[config.mk]
export PLATFORM = sky130hd
export DESIGN_NAME = half_adder
export DESIGN_NICKNAME = d
export VERILOG_FILES = /design/src/rtl/half_adder.sv
export SDC_FILE = /design/constraint.sdc
export NUM_CORES = 1
export LEC_CHECK = 0
export ABC_AREA = 1
export ABC_CLOCK_PERIOD_IN_PS = 800
export BUFFER_PORTS_ARGS = -buffer_cell sky130_fd_sc_hd__buf_4
export CORE_AREA = 2 2 39 41
export DETAILED_ROUTE_END_ITERATION = 10
export DIE_AREA = 0 0 41 43
export MAX_ROUTING_LAYER = met4
export PLACE_DENSITY = 0.33
export SLEW_MARGIN = 25
export SYNTH_ARGS = -nofsm -noshare
export SYNTH_HDL_FRONTEND = slang
export SYNTH_SLANG_ARGS = --single-unit
[constraint.sdc]
create_clock -name clk -period 0.8 [get_ports clk]
set_input_delay 0.16 -clock clk [delete_from_list [all_inputs] [get_ports clk]]
set_output_delay 0.16 -clock clk [all_outputs]
set_load 0.05 [all_outputs]
[src/rtl/half_adder.sv]
// Registered WIDTH-lane half adder: one result per accepted cycle, 1-cycle latency.
// Optional op/carry statistics counters are compiled in with HALF_ADDER_STATS_EN.
module half_adder_lane (
  input  logic clk,
  input  logic rst_n,
  input  logic en_i,
  input  logic a_i,
  input  logic b_i,
  output logic sum_o,
  output logic carry_o
);
  logic sum_q, sum_d, carry_q, carry_d;

  always_comb begin
    sum_d   = sum_q;
    carry_d = carry_q;
    if (en_i) begin
      sum_d   = a_i ^ b_i;
      carry_d = a_i & b_i;
    end
  end

  always_ff @(posedge clk or negedge rst_n) begin
    if (!rst_n) begin
      sum_q   <= 1'b0;
      carry_q <= 1'b0;
    end else begin
      sum_q   <= sum_d;
      carry_q <= carry_d;
    end
  end

  assign sum_o   = sum_q;
  assign carry_o = carry_q;
endmodule

module half_adder #(
  parameter int WIDTH = 1
) (
  input  logic             clk,
  input  logic             rst_n,
  input  logic             in_valid,
  input  logic [WIDTH-1:0] a,
  input  logic [WIDTH-1:0] b,
  output logic             out_valid,
  output logic [WIDTH-1:0] sum,
  output logic [WIDTH-1:0] carry,
  output logic             carry_any
`ifdef HALF_ADDER_STATS_EN
  ,
  output logic [15:0]      op_count,
  output logic [15:0]      carry_count
`endif
);
  // Assert asynchronously, release two edges after rst_n rises.
  logic [1:0] rst_sync_q;
  logic       rst_sync_n;

  always_ff @(posedge clk or negedge rst_n) begin
    if (!rst_n) rst_sync_q <= 2'b00;
    else        rst_sync_q <= {rst_sync_q[0], 1'b1};
  end
  assign rst_sync_n = rst_sync_q[1];

  logic any_cy;
  logic vld_q, vld_d, any_q, any_d;

  assign any_cy = |(a & b);

  always_comb begin
    vld_d = in_valid;
    any_d = any_q;
    if (in_valid) any_d = any_cy;
  end

  always_ff @(posedge clk or negedge rst_sync_n) begin
    if (!rst_sync_n) begin
      vld_q <= 1'b0;
      any_q <= 1'b0;
    end else begin
      vld_q <= vld_d;
      any_q <= any_d;
    end
  end

  for (genvar i = 0; i < WIDTH; i++) begin : g_lane
    half_adder_lane u_lane (
      .clk     (clk),
      .rst_n   (rst_sync_n),
      .en_i    (in_valid),
      .a_i     (a[i]),
      .b_i     (b[i]),
      .sum_o   (sum[i]),
      .carry_o (carry[i])
    );
  end

  assign out_valid = vld_q;
  assign carry_any = any_q;

`ifdef HALF_ADDER_STATS_EN
  logic [15:0] op_cnt_q, op_cnt_d, cy_cnt_q, cy_cnt_d;

  // Saturating: once at all-ones the counters stay there.
  always_comb begin
    op_cnt_d = op_cnt_q;
    cy_cnt_d = cy_cnt_q;
    if (in_valid) begin
      if (op_cnt_q != 16'hFFFF)           op_cnt_d = op_cnt_q + 16'd1;
      if (any_cy && cy_cnt_q != 16'hFFFF) cy_cnt_d = cy_cnt_q + 16'd1;
    end
  end

  always_ff @(posedge clk or negedge rst_sync_n) begin
    if (!rst_sync_n) begin
      op_cnt_q <= 16'd0;
      cy_cnt_q <= 16'd0;
    end else begin
      op_cnt_q <= op_cnt_d;
      cy_cnt_q <= cy_cnt_d;
    end
  end

  assign op_count    = op_cnt_q;
  assign carry_count = cy_cnt_q;
`endif
endmodule

==> results of run 1 <==
==> flip-flops by register name, summed over array words and instances (netlist names) <==
register               count
out_valid                  1
g_lane.u_lane.sum_o        1
g_lane.u_lane.carry_o      1
rst_sync_q                 2
==> placed cells by master, fill, tap and decap left out <==
cell | Yosys | final
buf_4 | 1 | 4
dfrtp_2 | 0 | 2
clkbuf_1 | 0 | 1
dlygate4sd3_1 | 0 | 1
nand2_1 | 6 | 6
inv_1 | 1 | 1
buf_6 | 0 | 4
clkbuf_4 | 0 | 3
ha_1 | 1 | 1
dfrtp_1 | 5 | 3
conb_1 | 1 | 1
==> stage by stage <==
stage	instances	setup TNS [ns]
4_1_cts	43	-0.6639
6_report	43	-0.6336
3_5_place_dp	38	0
3_3_place_gp	38	0
5_1_grt	43	-0.7342
2_1_floorplan	15	-0.06606
==> cell type report <==
cell class / instances / area, µm²
clock buffers: 4 / 26.28
multi-input cells: 8 / 38.79
flip-flops and latches: 5 / 127.6
repair buffers: 9 / 85.08
fillers: 156 / 1082
inverters: 1 / 3.754
well taps: 16 / 20.02
==> cell families after synthesis <==
| family | Yosys count |
|---|---|
| DFF | 5 |
| other | 1 |
| and+or+nand+nor | 6 |
| adders and majority gates | 1 |
| buffers and inverters | 2 |
==> worst paths after layout <==
path | startpoint | to | cells past startpoint
max | g_lane[0].u_lane.carry_o | carry | 1
min | rst_sync_q[1] | out_valid | 0
max reg2reg | g_lane[0].u_lane.carry_o | g_lane[0].u_lane.carry_o | 2
min reg2reg | rst_sync_q[1] | out_valid | 0
max in group asynchronous | rst_n | rst_sync_q[1] | 2
min in group clk | in_valid | out_valid | 1
==> report_power, final <==
| group | leakage [nW] | internal (mW) | switching, mW |
|---|---|---|---|
| sequential | 0.0576 | 0.274 | 0.0128 |
| combinational | 0.0812 | 0.0539 | 0.0808 |
| clock | 0.0150 | 0.188 | 0.101 |
| total | 0.154 | 0.516 | 0.195 |
==> per-layer routing <==
metal	vias up	track usage, %	wire length (µm)
met2	10	5.313	123
li1	66	-	-
met4	0	4.000	0
met1	58	2.970	106
met3	0	6.283	54
met5	-	-	0
==> repair_timing <==
item / 4_1_cts / 5_1_grt
endpoints found under the setup margin: 4 / 4
hold buffers: 1 / 0
hold endpoints to repair: 2 / 0
resized for setup: 4 / 0
==> summary.md, run 1 <==
| Metric | Value |
|---|---|
| RSZ-0062 raised after global routing | `true` |
| XOR/XNOR share of the synthesized area | `0%` |
| Largest family of logic cells by synthesized area | `simple AND/OR/NAND/NOR gates` |
| Placed Instance Area | `around 250 µm²` |
| Initial antenna violation count | `0` |
| Worst path bufs/invs | `1` |
| Max Fclk | `1019 MHz` |
| Row count | `14` |
| Die Width | `about 41 µm` |
| Mux cell area share after synthesis | `0%` |
| Detailed-route wire length | `between 200 and 300 µm` |
| Die Y | `~43 µm` |
| DR vias/cell | `approximately 3.1` |
| Number of flops mapped to enable cells by yosys | `0` |
| Crit path required time | `0.64 ns` |
| Mapped Nets | `21` |
| Worst-skew pair later-pin latency | `between 0.2 and 0.25 ns` |
| Synth Area in Adders | `7.143%` |
| Starting Density | `around 13%` |
| Crit-path leading delay family | `flip-flops` |
| Num Clock Sinks | `5` |
| Synth Register Bits | `5` |
| Ys flop type | `dfrtp_1` |
| Syn Std Cell Area | `175.2 µm²` |
| CTS Buf Count | `3` |
| Min-delay worst type | `flip-flop to asynchronous set/reset pin` |
| Residual DRC | `0` |
| Total power | `0.7109 mW` |
| Post-synth cell types | `6` |
| Vias in the first global route | `roughly 120` |
| Overall routing resource usage | `under 10%` |
| Element type at the critical path end | `output port` |
| Fin crit period | `approximately 0.98 ns` |
| Cells along the critical path | `buf_6` |
| Most instantiated cells after synthesis | `6 x nand2_1, 5 x dfrtp_1` |
| DP Wirelength | `roughly 240 µm` |
| # IOs | `9` |
| Syn avg cell area | `between 10 and 15 µm²` |
| Ant. Diodes | `0` |
| Gr ovfl total | `0` |
| Share of the synthesized area in the top cell type | `71.43%` |
| Final Hold Fails | `0` |
| Period utilization | `122.7%` |
| R2r setup slk | `about 0.16 ns` |
| Synth Area in Simple Gates | `12.86%` |
| Status | `finished with violations` |
| Synth top area cells | `dfrtp_1 71%, nand2_1 13%, ha_1 7.1%, buf_4 4.3%, conb_1 2.1%` |
| Pins Over Slew Limit | `0` |
| Antenna Nets Post-Route | `0` |
| Post-synthesis sequential area ratio | `approximately 70%` |
| Layout net count | `34` |
| Setup WS post-layout | `-0.1815 ns` |
| Core Util, Final | `between 20% and 30%` |
| Synthesis-to-layout area growth | `72.14%` |
| Clk_skew | `0.006815 ns` |
| Largest net degree at the start of global routing | `5` |
| Final GP Congestion | `roughly 0.63` |
| Reg clk slew, reported paths | `~0.05 ns` |
| CP Data Arrival Time | `roughly 0.8 ns` |
| Drt pass-1 iters | `1` |
| Startpoint Class | `flip-flop` |
| Worst path slowest cell | `dfrtp_2` |
| Failing checks | `negative setup slack` |
| Total core area | `~1400 µm²` |
| Root Driver | `clkbuf_4` |
| Max Cap Viol | `0` |
| Post-Place Worst Slack | `between 0.015 and 0.02 ns` |
| Post-route cell area | `roughly 300 µm²` |
| Proportion of layout cells with a drive suffix above 1 | `roughly half` |
| Die area | `around 1800 µm²` |
| Setup CP Type | `flip-flop to output port` |
| Worst Path Max Fanout | `3` |
| Vias | `~130` |
| Peak VDD IR | `between 1 and 1.5 mV` |
| WHS | `~0.032 ns` |
| H-tree Lvls | `1` |
| Pleak | `between 0.15 and 0.2 nW` |
| Slowest stage delay, CP | `~0.42 ns` |
| Largest area contributor in the netlist | `dfrtp_1` |
| Ys async rst share | `100.0%` |
| Most instantiated library cell after synthesis | `nand2_1` |
| WL per Instance | `between 6 and 7 µm` |
| Finish-stage setup viols | `4` |
| First-pass GRT wire length | `434 µm` |
| Drt initial violations | `0` |
| Buffers on Ports | `8` |
| Post-CTS Setup Bufs | `0` |
| Synth warnings | `0` |
| CTS tree | `done` |
| PwrDens | `2357 nW/µm²` |
| Complex-gate fraction of the synthesized area | `0%` |
| Mapped Cells | `15` |
| CTS max path bufs | `2` |
No activity file was read; power rests on OpenSTA's default activity.
==> run 2: changes to the inputs <==
Settings changed: TNS_END_PERCENT set to 50.
==> run 2 against run 1 <==
  * The flow still finishes with violations (negative setup slack)
  * Count of clock-buffer cells in the layout unchanged
  * Hold slack gained 0.0080 ns
  * Critical path depth unchanged
  * Fmax grew 1.1%
  * Total power shrank 1.3%
  * Utilization fell by 0.090 points
  * Register-to-register slack barely moved
  * Sequential share of layout area shrank 0.24 points
  * Die area is the same
  * Via count down 3.7%
  * Global-route usage increased by 0.92 points
  * Sequential power about the same
==> summary.md, run 2 (synthesis gave the netlist of run 1 again) <==
| Metric | Value |
|---|---|
| Psw | `0.1872 mW (-4.0%)` |
| Antenna Nets Post-Route | `0 (unchanged)` |
| Core Util, Final | `21.70% (-0.090 points)` |
| Post-CTS Setup Bufs | `0 (unchanged)` |
| WL per Instance | `6.977 µm (+5.3%)` |
| Period utilization | `121.4% (-1.3 points)` |
| Peak VDD IR | `0.7979 mV (-40%)` |
| Initial antenna violation count | `0 (unchanged)` |
| Layout net count | `34 (unchanged)` |
| CTS Buf Count | `3 (unchanged)` |
| Drt pass-1 iters | `1 (unchanged)` |
| Post-route cell area | `300.3 µm² (-0.41%)` |
| # IOs | `9 (unchanged)` |
| DR vias/cell | `3.000 (-3.7%)` |
| Reg clk slew, reported paths | `0.04 ns (about the same)` |
| Row count | `14 (unchanged)` |
| Crit-path leading delay family | `flip-flops` |
| Buffers on Ports | `8 (unchanged)` |
| Crit Reg-Reg Endpoint | `g_lane[0].u_lane.carry_o` |
| Pleak | `0.1549 nW (+0.74%)` |
| CTS tree | `done` |
| Proportion of layout cells with a drive suffix above 1 | `44.44% (-3.7 points)` |
| Pins Over Slew Limit | `0 (unchanged)` |
| First-pass GRT wire length | `517 µm (+19%)` |
| Placed Instance Area | `249.0 µm² (-0.50%)` |
| Commonest non-fill, non-tap cell in the layout | `nand2_1` |
| Num Clock Sinks | `5 (unchanged)` |
| Setup CP Type | `flip-flop to output port` |
| H-tree Lvls | `1 (unchanged)` |
| Final Hold Fails | `0 (unchanged)` |
| CP Data Arrival Time | `0.81 ns (about the same)` |
| Worst Path Max Fanout | `3 (unchanged)` |
| Top Usage Layer GRT | `met3` |
| Vias in the first global route | `144 (+25%)` |
| Met3 GRT Util | `6.283% (unchanged)` |
| Sequential share of power | `40.7% (+0.4 points)` |
| Startpoint Class | `flip-flop` |
| Detailed-route wire length | `300 µm (+5.3%)` |
| Reg2Reg Depth | `2 (unchanged)` |
| Overall routing resource usage | `5.481% (+0.92 points)` |
| Clk_skew | `0.0001117 ns (-0.006704 ns)` |
| Min-delay worst type | `flip-flop to asynchronous set/reset pin` |
| Combinational Power Share | `19.3% (+0.4 points)` |
| Dpl cells | `38 (unchanged)` |
| Synthesis-to-layout area growth | `71.43%` |
| Crit Reg-Reg Startpoint | `g_lane[0].u_lane.carry_o` |
| Drt initial violations | `0 (unchanged)` |
| Worst path slowest cell | `dfrtp_2` |
| Ant. Diodes | `0 (unchanged)` |
| Die Width | `41 µm (unchanged)` |
| Most frequent cells in the layout | `6 x nand2_1, 4 x dfrtp_1, 4 x buf_4, 4 x buf_6, 3 x clkbuf_4` |
| Clock share of power | `40.0% (-0.8 points)` |
| Root Driver | `clkbuf_4` |
| Starting Density | `12.66% (unchanged)` |
| Die area | `1763 µm² (unchanged)` |
| Fin crit period | `0.9712 ns (-0.01031 ns)` |
| Setup WS post-layout | `-0.1712 ns (+0.01031 ns)` |
| Post-Layout Cell Count | `43 (unchanged)` |
| CTS max path bufs | `2 (unchanged)` |
| R2r setup slk | `0.16 ns (about the same)` |
| PwrDens | `2336 nW/µm² (-0.89%)` |
| Final GP Congestion | `0.5716 (-8.9%)` |
| Worst path bufs/invs | `1 (unchanged)` |
| Max Cap Viol | `0 (unchanged)` |
| Switch share | `26.68% (-0.75 points)` |
| Int Pwr | `0.5144 mW (-0.29%)` |
| Total core area | `1384 µm² (unchanged)` |
| RSZ-0062 raised after global routing | `true` |
| Max reg flops | `2 (unchanged)` |
| GR Layer Usage met1 | `3.922% (+0.95 points)` |
| DP Wirelength | `229.2 µm (-3.1%)` |
| Max Fclk | `1030 MHz (+1.1%)` |
| Element type at the critical path end | `output port` |
| Biggest register | `rst_sync_q` |
| Status | `finished with violations` |
| Largest net degree at the start of global routing | `5 (unchanged)` |
| Cells along the critical path | `buf_6` |
| Residual DRC | `0 (unchanged)` |
| Crit path required time | `0.64 ns (about the same)` |
| Die Y | `43 µm (unchanged)` |
| Vias | `129 (-3.7%)` |
| WHS | `0.03993 ns (+0.007993 ns)` |
| Failing checks | `negative setup slack` |
| Worst-skew pair later-pin latency | `0.23 ns (about the same)` |
| Gr ovfl total | `0 (unchanged)` |
| Routing usage on met2 | `6.250% (+0.94 points)` |
| Slowest stage delay, CP | `0.42 ns (about the same)` |
| Finish-stage setup viols | `4 (unchanged)` |
-- run 2: cell counts in the layout (fill, tap and decap cells not counted) --
No cell type changed its count.
-- run 2: worst max path at each step --
stage / end / startpoint / cells past startpoint / slack [ns]
floorplan: carry_any / g_lane[0].u_lane.carry_o / 1 / -0.07
global placement: g_lane[0].u_lane.sum_o / a / 4 / 0.02
detailed placement: g_lane[0].u_lane.sum_o / a / 4 / 0.02
CTS: carry / g_lane[0].u_lane.carry_o / 1 / -0.19
global route: carry / g_lane[0].u_lane.carry_o / 1 / -0.21
finish: carry / g_lane[0].u_lane.carry_o / 1 / -0.17
-- run 2: worst reg2reg max path: stages, from the launching register on --
cell and delay, ns:
dfrtp_2 0.42, nand2_1 0.07, nand2_1 0.05
-- run 2: metal layers --
| layer | vias up | part of all wire, % |
|---|---|---|
| met3 | 0 | 11 |
| li1 | 66 | - |
| met4 | 0 | 0 |
| met2 | 6 | 48 |
| met1 | 57 | 40 |
| met5 | - | 0 |
-- run 2: per-stage QoR --
| step | setup TNS, ns | setup WS (ns) | power [mW] |
|---|---|---|---|
| after floorplan | -0.09852 | -0.06606 | 0.3706 |
| after detailed placement | 0 | 0.01840 | 0.4087 |
| final | -0.5866 | -0.1712 | 0.7016 |
| after global routing | -0.7352 | -0.2065 | 0.7613 |
| after CTS | -0.6544 | -0.1878 | 0.7251 |
| after global placement | 0 | 0.02466 | 0.4072 |
-- run 2: power by group through the flow --
stage	sequential [mW]	combinational [mW]	clock, mW
floorplan	0.332	0.0387	0
detailed placement	0.286	0.123	0
finish	0.286	0.135	0.281
global route	0.288	0.145	0.329
CTS	0.286	0.137	0.302
global placement	0.286	0.121	0
-- run 2: timing repair --
item / 4_1_cts / 5_1_grt
hold buffers: 1 / 0
resized for setup: 4 / 0
endpoints found under the hold margin: 2 / 0
pin swaps: 0 / 0
endpoints found under the setup margin: 4 / 4
-- run 2: cell type report --
type	count	area [µm²]
multi-input combinational	8	38.79
sequential	5	126.4
inverter	1	3.754
clock buffer	4	26.28
timing repair buffer	9	85.08
tap	16	20.02
fill	149	1084
==> run 3: changes to the inputs <==
Settings changed: ABC_CLOCK_PERIOD_IN_PS 800 to 1200, CAP_MARGIN set to 0.
Clock period 0.8 ns to 1.2 ns, I/O delays scaled along.
==> run 3 against run 2 <==
  * The flow now finishes without violations
  * Die area is the same
  * Final area shrank 5.4%
  * Routed wire length shrank 4.0%
  * Combinational power shrank 39%
  * Critical path type unchanged
  * Critical endpoint is now carry_any
==> summary.md, run 3 (synthesis gave the netlist of run 1 again) <==
| Metric | Value |
|---|---|
| Status | `finished clean` |
| Reg2Reg Depth | `2 (unchanged)` |
| Max Cap Viol | `0 (unchanged)` |
| Int Pwr | `0.3356 mW (-35%)` |
| H-tree Lvls | `1 (unchanged)` |
| Total core area | `1384 µm² (unchanged)` |
| Total power | `0.4633 mW (-34%)` |
| Reg clk slew, reported paths | `0.05 ns (about the same)` |
| Element type at the critical path end | `output port` |
| Antenna Nets Post-Route | `0 (unchanged)` |
| Sum of negative setup slack | `0 ns (+0.5866 ns)` |
| Sequential share of power | `40.5% (-0.2 points)` |
| Pins Over Slew Limit | `0 (unchanged)` |
| Setup WS post-layout | `0.1362 ns (+0.3073 ns)` |
| Buffers on Ports | `8 (unchanged)` |
| Psw | `0.1276 mW (-32%)` |
| Drt pass-1 iters | `2 (+1)` |
| CP Data Arrival Time | `0.82 ns (about the same)` |
| Worst path slowest cell | `dfrtp_1` |
| Instance count on the critical path | `1 (unchanged)` |
| DR vias/cell | `3.093 (+3.1%)` |
| First-pass GRT wire length | `379 µm (-27%)` |
| Clock share of power | `41.6% (+1.6 points)` |
| Residual DRC | `0 (unchanged)` |
| Worst-skew pair later-pin latency | `0.24 ns (about the same)` |
| Max reg flops | `2 (unchanged)` |
| Final Hold Fails | `0 (unchanged)` |
| Worst Path Max Fanout | `3 (unchanged)` |
| WL per Instance | `6.698 µm (-4.0%)` |
| Vias | `133 (+3.1%)` |
| Finish-stage setup viols | `0 (-4)` |
| R2r setup slk | `0.59 ns (+0.43 ns)` |
| Num Clock Sinks | `5 (unchanged)` |
| Proportion of layout cells with a drive suffix above 1 | `40.74% (-3.7 points)` |
| Min-delay worst type | `flip-flop to asynchronous set/reset pin` |
| Worst path bufs/invs | `1 (unchanged)` |
| CP startpoint | `g_lane[0].u_lane.carry_o` |
| Gr ovfl total | `0 (unchanged)` |
| Setup CP Type | `flip-flop to output port` |
| Clk_skew | `0.004470 ns (+0.004358 ns)` |
| Period utilization | `88.65%` |
| Worst Setup EP | `carry_any` |
| Overall routing resource usage | `4.033% (-1.4 points)` |
| Startpoint Class | `flip-flop` |
| Fin crit period | `1.064 ns` |
| RSZ-0062 raised after global routing | `false` |
| Starting Density | `12.66% (unchanged)` |
| Commonest non-fill, non-tap cell in the layout | `buf_4` |
| Initial antenna violation count | `0 (unchanged)` |
| Ant. Diodes | `0 (unchanged)` |
| Biggest register | `rst_sync_q` |
| Largest net degree at the start of global routing | `5 (unchanged)` |
| Synthesis-to-layout area growth | `62.14%` |
| CTS max path bufs | `2 (unchanged)` |
| Detailed-route wire length | `288 µm (-4.0%)` |
| Peak VDD IR | `0.5850 mV (-27%)` |
| Crit Reg-Reg Startpoint | `g_lane[0].u_lane.carry_o` |
| Root Driver | `clkbuf_4` |
| Crit path required time | `0.96 ns (+0.32 ns)` |
| Layout net count | `34 (unchanged)` |
| Drt initial violations | `1 (+1)` |
| Layout fillers | `153 (+2.7%)` |
| Post-Place Worst Slack | `0.3375 ns (+0.3191 ns)` |
| Max Fclk | `940.0 MHz` |
| CTS Buf Count | `3 (unchanged)` |
| Post-CTS Setup Bufs | `0 (unchanged)` |
| Die area | `1763 µm² (unchanged)` |
| Final GP Congestion | `0.5536 (-3.1%)` |
| Crit-path leading delay family | `flip-flops` |
| Die Width | `41 µm (unchanged)` |
| Switch share | `27.55% (+0.88 points)` |
| Most frequent cells in the layout | `8 x buf_4, 6 x nand2_1, 5 x dfrtp_1, 3 x clkbuf_4` |
| Pleak | `0.1521 nW (-1.9%)` |
| Slowest stage delay, CP | `0.39 ns (-0.03 ns)` |
| PwrDens | `1631 nW/µm² (-30%)` |
| Cells along the critical path | `buf_4` |
| Combinational Power Share | `17.9% (-1.4 points)` |
| CTS tree | `done` |
| # IOs | `9 (unchanged)` |
| Vias in the first global route | `113 (-22%)` |
| Row count | `14 (unchanged)` |
| Crit Reg-Reg Endpoint | `g_lane[0].u_lane.carry_o` |
| Die Y | `43 µm (unchanged)` |
run 3: cell count changes in the layout (fill, tap and decap cells not counted):
cell / previous run / this run
dfrtp_1: 4 / 5
buf_6: 4 / 0
dfrtp_2: 1 / 0
buf_4: 4 / 8
run 3: layout make-up:
cell class              instances  area, µm²  share of cell area [%]
flip-flops and latches          5      125.1                   44.05
repair buffers                  9      70.07                   24.67
multi-input cells               8      38.79                   13.66
clock buffers                   4      26.28                   9.251
well taps                      16      20.02                   7.048
inverters                       1      3.754                   1.322
run 3: how the worst min path moves through the flow:
stage,cells past startpoint,from,endpoint,slack [ns]
after floorplan,0,rst_n,rst_sync_q[0],-0.06
after global placement,1,rst_n,rst_sync_q[0],0.02
after detailed placement,1,rst_n,rst_sync_q[0],0.02
after CTS,0,rst_sync_q[1],out_valid,0.04
after global routing,0,rst_sync_q[1],g_lane[0].u_lane.carry_o,0.05
final,0,rst_sync_q[1],out_valid,0.04
run 3: power by group through the flow:
| stage | Combinational [mW] | Sequential (mW) | Clock (mW) |
|---|---|---|---|
| floorplan | 0.0222 | 0.220 | 0 |
| global placement | 0.0810 | 0.190 | 0 |
| detailed placement | 0.0810 | 0.191 | 0 |
| CTS | 0.0837 | 0.188 | 0.203 |
| global route | 0.0883 | 0.189 | 0.217 |
| finish | 0.0828 | 0.188 | 0.193 |
run 3: stage by stage:
stage          instance area, µm²  hold WS [ns]  utilization [%]  instances
2_1_floorplan               175.2      -0.05559                -         15
3_3_place_gp                247.7       0.02251            17.90         38
3_5_place_dp                247.7       0.02365            17.90         38
4_1_cts                     284.0       0.04114            20.52         43
5_1_grt                     284.0       0.05141            20.52         43
6_report                    284.0       0.03737            20.52         43
run 3: repair_timing:
action	4_1_cts	5_1_grt
hold endpoints to repair	2	0
resized for setup	0	0
hold buffers	1	0
run 3: routing by layer:
layer / GRT usage, % / vias to the layer above / routed length, µm
li1: - / 65 / -
met3: 6.283 / 0 / 64
met4: 2.000 / 0 / 0
met5: - / - / 0
met2: 5.000 / 10 / 107
met1: 2.614 / 58 / 117
